===== src/rtl/pmem_burst_responder.sv =====
// Cache-line to memory-burst bridge: one line read/write becomes BEATS ascending beat transfers.
// Latency: request seen in IDLE -> burst starts next cycle; line_resp the cycle after the last acknowledged beat.
// Backpressure: each beat is held until burst_resp; cache request is ignored while a transaction is in flight.
module pmem_burst_responder #(
    parameter int LINE_W   = 256,
    parameter int BEAT_W   = 64,
    parameter int OFFSET_W = 5
) (
    input  logic              clk,
    input  logic              rst,
    input  logic              line_read,
    input  logic              line_write,
    input  logic [31:0]       line_addr,
    input  logic [LINE_W-1:0] line_wdata,
    output logic              line_resp,
    output logic [LINE_W-1:0] line_rdata,
    output logic              burst_read,
    output logic              burst_write,
    output logic [31:0]       burst_addr,
    output logic [BEAT_W-1:0] burst_wdata,
    input  logic [BEAT_W-1:0] burst_rdata,
    input  logic              burst_resp,
    output logic [31:0]       num_reads,
    output logic [31:0]       num_writes
);

    localparam int BEATS   = LINE_W / BEAT_W;
    localparam int BEAT_CW = (BEATS > 1) ? $clog2(BEATS) : 1;

    localparam logic [1:0] S_IDLE     = 2'd0;
    localparam logic [1:0] S_RD_BURST = 2'd1;
    localparam logic [1:0] S_WR_BURST = 2'd2;
    localparam logic [1:0] S_RESP     = 2'd3;

    localparam logic [31:0] ADDR_MASK = ~((32'd1 << OFFSET_W) - 32'd1);

    logic [1:0]         state;
    logic [BEAT_CW-1:0] beat;
    logic [31:0]        addr_q;
    logic [LINE_W-1:0]  wdata_q;
    logic [LINE_W-1:0]  rdata_q;
    logic               is_write_q;
    logic [31:0]        rd_cnt;
    logic [31:0]        wr_cnt;
    logic               last_beat;

    assign last_beat = (beat == BEAT_CW'(BEATS - 1));

    always_ff @(posedge clk) begin
        if (rst) begin
            state      <= S_IDLE;
            beat       <= '0;
            addr_q     <= '0;
            wdata_q    <= '0;
            rdata_q    <= '0;
            is_write_q <= 1'b0;
            rd_cnt     <= '0;
            wr_cnt     <= '0;
        end else begin
            case (state)
                S_IDLE: begin
                    beat <= '0;
                    // Write wins when both requests are raised together.
                    if (line_write) begin
                        addr_q     <= line_addr & ADDR_MASK;
                        wdata_q    <= line_wdata;
                        is_write_q <= 1'b1;
                        state      <= S_WR_BURST;
                    end else if (line_read) begin
                        addr_q     <= line_addr & ADDR_MASK;
                        is_write_q <= 1'b0;
                        state      <= S_RD_BURST;
                    end
                end
                S_RD_BURST: begin
                    if (burst_resp) begin
                        rdata_q[beat*BEAT_W +: BEAT_W] <= burst_rdata;
                        if (last_beat) begin
                            beat  <= '0;
                            state <= S_RESP;
                        end else begin
                            beat <= beat + 1'b1;
                        end
                    end
                end
                S_WR_BURST: begin
                    if (burst_resp) begin
                        if (last_beat) begin
                            beat  <= '0;
                            state <= S_RESP;
                        end else begin
                            beat <= beat + 1'b1;
                        end
                    end
                end
                default: begin
                    if (is_write_q) begin
                        wr_cnt <= wr_cnt + 32'd1;
                    end else begin
                        rd_cnt <= rd_cnt + 32'd1;
                    end
                    state <= S_IDLE;
                end
            endcase
        end
    end

    always_comb begin
        burst_read  = (state == S_RD_BURST);
        burst_write = (state == S_WR_BURST);
        line_resp   = (state == S_RESP);
        burst_addr  = '0;
        burst_wdata = '0;
        if (state == S_RD_BURST || state == S_WR_BURST) begin
            burst_addr = addr_q;
        end
        if (state == S_WR_BURST) begin
            burst_wdata = wdata_q[beat*BEAT_W +: BEAT_W];
        end
    end

    assign line_rdata = rdata_q;
    assign num_reads  = rd_cnt;
    assign num_writes = wr_cnt;

endmodule


===== config.mk =====
export PLATFORM = sky130hd
export DESIGN_NAME = pmem_burst_responder
export DESIGN_NICKNAME = d
export VERILOG_FILES = /design/src/rtl/pmem_burst_responder.sv
export SDC_FILE = /design/constraint.sdc
export NUM_CORES = 1
export LEC_CHECK = 0
export BUFFER_PORTS_ARGS = -buffer_cell sky130_fd_sc_hd__buf_4
export CAP_MARGIN = 40
export CORE_AREA = 2 2 302 304
export DETAILED_ROUTE_END_ITERATION = 16
export DIE_AREA = 0 0 304 306
export GPL_TIMING_DRIVEN = 0
export PLACE_DENSITY = 0.54
export SYNTH_ARGS = -nofsm -noshare
export SYNTH_HDL_FRONTEND = slang
export SYNTH_SLANG_ARGS = --single-unit

===== constraint.sdc =====
create_clock -name clk -period 2.6 [get_ports clk]
set_clock_uncertainty 0.1 [all_clocks]
set_input_delay 0.13 -clock clk [delete_from_list [all_inputs] [get_ports clk]]
set_output_delay 0.13 -clock clk [all_outputs]
set_load 0.02 [all_outputs]

==> flow_summary.json <==
{
  "status": "finished clean",
  "layout.cells.non_filler": 5166,
  "gp_congestion": 0.872,
  "grt_pass1_vias": 24911,
  "vias_per_cell": 4.77,
  "cp_slowest_cell": "mux4_2",
  "fin_hold_ws_ns": 0.0605,
  "num_io_pins": 776,
  "yosysSeqAreaShare_pct": 51.6,
  "powerDensity_mw_per_mm2": 753,
  "cts.path.max_buffers": 3,
  "rsz0062_at_grt": "yes",
  "die_area_sq_mm": 0.0930,
  "grt_use_total_pct": 22.9,
  "ir_worst_vdd_v": 0.000415,
  "fmax_ghz": 0.387,
  "synthArstFlopShare_pct": 0,
  "syn_to_final_growth_pct": 62.3,
  "cts-root-buf": "clkbuf_16",
  "required_ns": 2.37,
  "dp.cells": 4645,
  "worst_slew_pin_slew_ns": 0.902,
  "crit_fanout": 6,
  "synth_compound_area_share_pct": 16.2,
  "drive_above_1_share_pct": 29.4,
  "min_from": "rst",
  "grt_pass1_wl_um": 161000,
  "port_buffers": 763,
  "rr_startpoint": "beat[0]",
  "total_power_mw": 28.8,
  "grt_antenna_before_repair": 4,
  "std_cell_rows": 110,
  "crit_type": "reg2out",
  "drtAntennaViolNets": 0,
  "wirelength_um": 112000,
  "syn_inst": 2681,
  "p_leak_nw": 15.7,
  "critPathCaptureType": "primary output",
  "synth_top_family_by_area": "simple AND/OR/NAND/NOR gates",
  "final_hold_viol_count": 0,
  "hold_path_class": "in2reg",
  "synthSimpleGateAreaFrac_pct": 20.2,
  "cts_max_level": 3,
  "wl_met1_um": 44100,
  "nNetsFinal": 4299,
  "cts_tree": "done",
  "tns_ns": 0,
  "synthAdderAreaFrac_pct": 0.636,
  "wl_met3_um": 7940,
  "synthMuxAreaShare_pct": 6.52,
  "highest_layer": "met5",
  "synthFlopType": "dfxtp_1",
  "overflow": 0,
  "start_kind": "flip-flop",
  "startpoint": "beat[0]",
  "synth_seq_cells": 608,
  "cp.arrival_ns": 2.35,
  "met2_length_um": 54300,
  "path_cells": "buf_12 > buf_16 > buf_12 > buf_12 > mux4_2 > and2_4 > buf_6",
  "yosysUniqueCellTypes": 43,
  "vias": 24641,
  "final-max-slew-violation-count": 0,
  "crit_top_cell": "buf_12",
  "avgRoutedWirePerCell_um": 21.6,
  "route.detailed.drc": 0,
  "cts_buffers": 72,
  "finalCriticalPeriod_ns": 2.58,
  "initial_utilization_pct": 26.3,
  "finalSetupViolCount": 0,
  "dp_hpwl_um": 83500,
  "die_h_um": 306,
  "core_sq_mm": 0.0896,
  "slowest_delay_ns": 0.50,
  "synth_area_per_cell_sq_um": 8.80,
  "clk_transition_reported_paths_ns": 0.06,
  "clock_latency_ns": 0.62,
  "synth_edf_count": 0,
  "first_pass_iters": 7,
  "first_iter_violations": 1384,
  "grt_max_degree": 17,
  "maxCapViolations": 0,
  "cts_sinks": 608,
  "synth-xor-area-share_pct": 0.780,
  "die_w_um": 304,
  "ys_warn_count": 0,
  "maxSlewHeadroom_pct": 39.9,
  "fin_crit_sh_pct": 99.3,
  "syn-cell-area_sq_mm": 0.0236
}
-- Yosys cell counts, types with 2 or more instances --
cell	n	share of area, %
a32oi_1	2	0.074
nand2b_1	4	0.11
or4_1	33	1.0
o31ai_1	28	0.89
inv_1	15	0.24
clkbuf_1	193	3.1
and3_1	3	0.080
a22oi_1	255	8.1
nand2_1	590	9.4
buf_1	21	0.33
and3b_1	2	0.074
xor2_1	11	0.41
dfxtp_1	608	52
or2_2	4	0.11
nor2_1	291	4.6
mux2_2	5	0.24
and4_1	4	0.15
a21oi_1	325	6.9
nand4_1	12	0.32
buf_2	10	0.21
or3_1	11	0.29
buf_4	6	0.19
nand3_1	23	0.49
nor4b_1	2	0.074
mux2i_1	4	0.17
nor3_1	5	0.11
ha_1	12	0.64
and2_1	93	2.5
mux4_2	64	6.1
nor2b_1	6	0.16
o21ai_0	8	0.17
xnor2_1	10	0.37
nor4_1	10	0.27
buf_6	2	0.095
-- final timing paths --
kind | slack [ns] | end | depth (start not counted)
min reg2reg | 0.35 | addr_q[12] | 2
max reg2reg | 0.08 | line_rdata[191] | 12
min | 0.06 | num_writes[18] | 3
max | 0.02 | burst_wdata[49] | 7
-- cell type report --
type / count / area, sq um
multi-input combinational: 1830 / 10700
sequential: 608 / 12200
buffer: 229 / 1320
tap: 1176 / 1470
clock buffer: 104 / 2070
clock inverter: 27 / 390
fill: 8777 / 51300
timing repair buffer: 1174 / 10000
inverter: 15 / 60.1
antenna: 3 / 7.51
-- registers in the layout, summed over array words and instances (netlist names) --
register and flops:
num_writes 32, beat 2, state 2, num_reads 32, wdata_q 256, is_write_q 1
line_rdata 256, addr_q 27
-- report_power, final --
part           internal (mW)  switching (mW)
logic                   3.16            4.55
registers               10.2           0.458
clock network           6.13            4.36
total                   19.5            9.37
-- metrics by stage --
step	util [%]	instance area, sq um	setup slack [ns]
floorplan	-	23600	0.0262
global placement	34.4	30800	-2.08
detailed placement	34.7	31100	-1.81
CTS	42.0	37600	-0.0316
global route	42.7	38300	-0.0585
finish	42.7	38300	0.0188
-- routing by layer --
layer / up-vias / global-route usage [%]
met5: - / 0
met4: 4 / 10.5
met3: 230 / 6.19
met2: 867 / 39.8
met1: 11791 / 26.1
li1: 11749 / -
-- worst max-delay path, delay by kind of cell, from the launching register on --
kind,cells,cell delay [ns]
buffers and inverters,5,0.68
DFF,1,0.36
muxes,1,0.50
and+or+nand+nor,1,0.19
-- placed cells by master (no fill, tap or decap), types with 7 or more instances in the layout --
cell type      netlist  final
a21oi_1            325    325
a22oi_1            255    232
a22oi_2              0     23
and2_1              93     78
and2_4               0     15
buf_1               21     11
buf_12               0     14
buf_2               10      9
buf_4                6    787
buf_6                2     22
buf_8                0     16
clkbuf_1           193    130
clkbuf_16            0     79
clkbuf_2             0     49
clkbuf_4             0     14
clkbuf_8             0     16
clkinv_2             0      8
dfxtp_1            608    604
dlygate4sd3_1        0    358
ha_1                12      7
inv_1               15     14
mux4_2              64     64
nand2_1            590    590
nand3_1             23     21
nand4_1             12     12
nor2_1             291    291
nor4_1              10      8
o21ai_0              8      8
o31ai_1             28     27
or3_1               11     11
or4_1               33     32
xnor2_1             10     10
xor2_1              11     11
-- logic make-up (layout without fill, tap and decap cells) --
| group | after synthesis | in the layout |
|---|---|---|
| AOI/OAI and AO/OA | 619 | 619 |
| xor gates and xnor gates | 21 | 21 |
| adders and majority gates | 12 | 12 |
| buffers and inverters | 247 | 1549 |
| DFF | 608 | 608 |
| muxes | 73 | 73 |
| other | 1 | 8 |
| and+or+nand+nor | 1100 | 1100 |
-- timing repair --
item	in CTS	in global routing
pin swaps	4	9
endpoints found under the hold margin	541	0
setup endpoints to repair	591	357
gates resized for setup	152	134
hold buffers	358	0
buffers inserted	10	15
gates cloned	1	6
(Power assumes the default switching activity.)
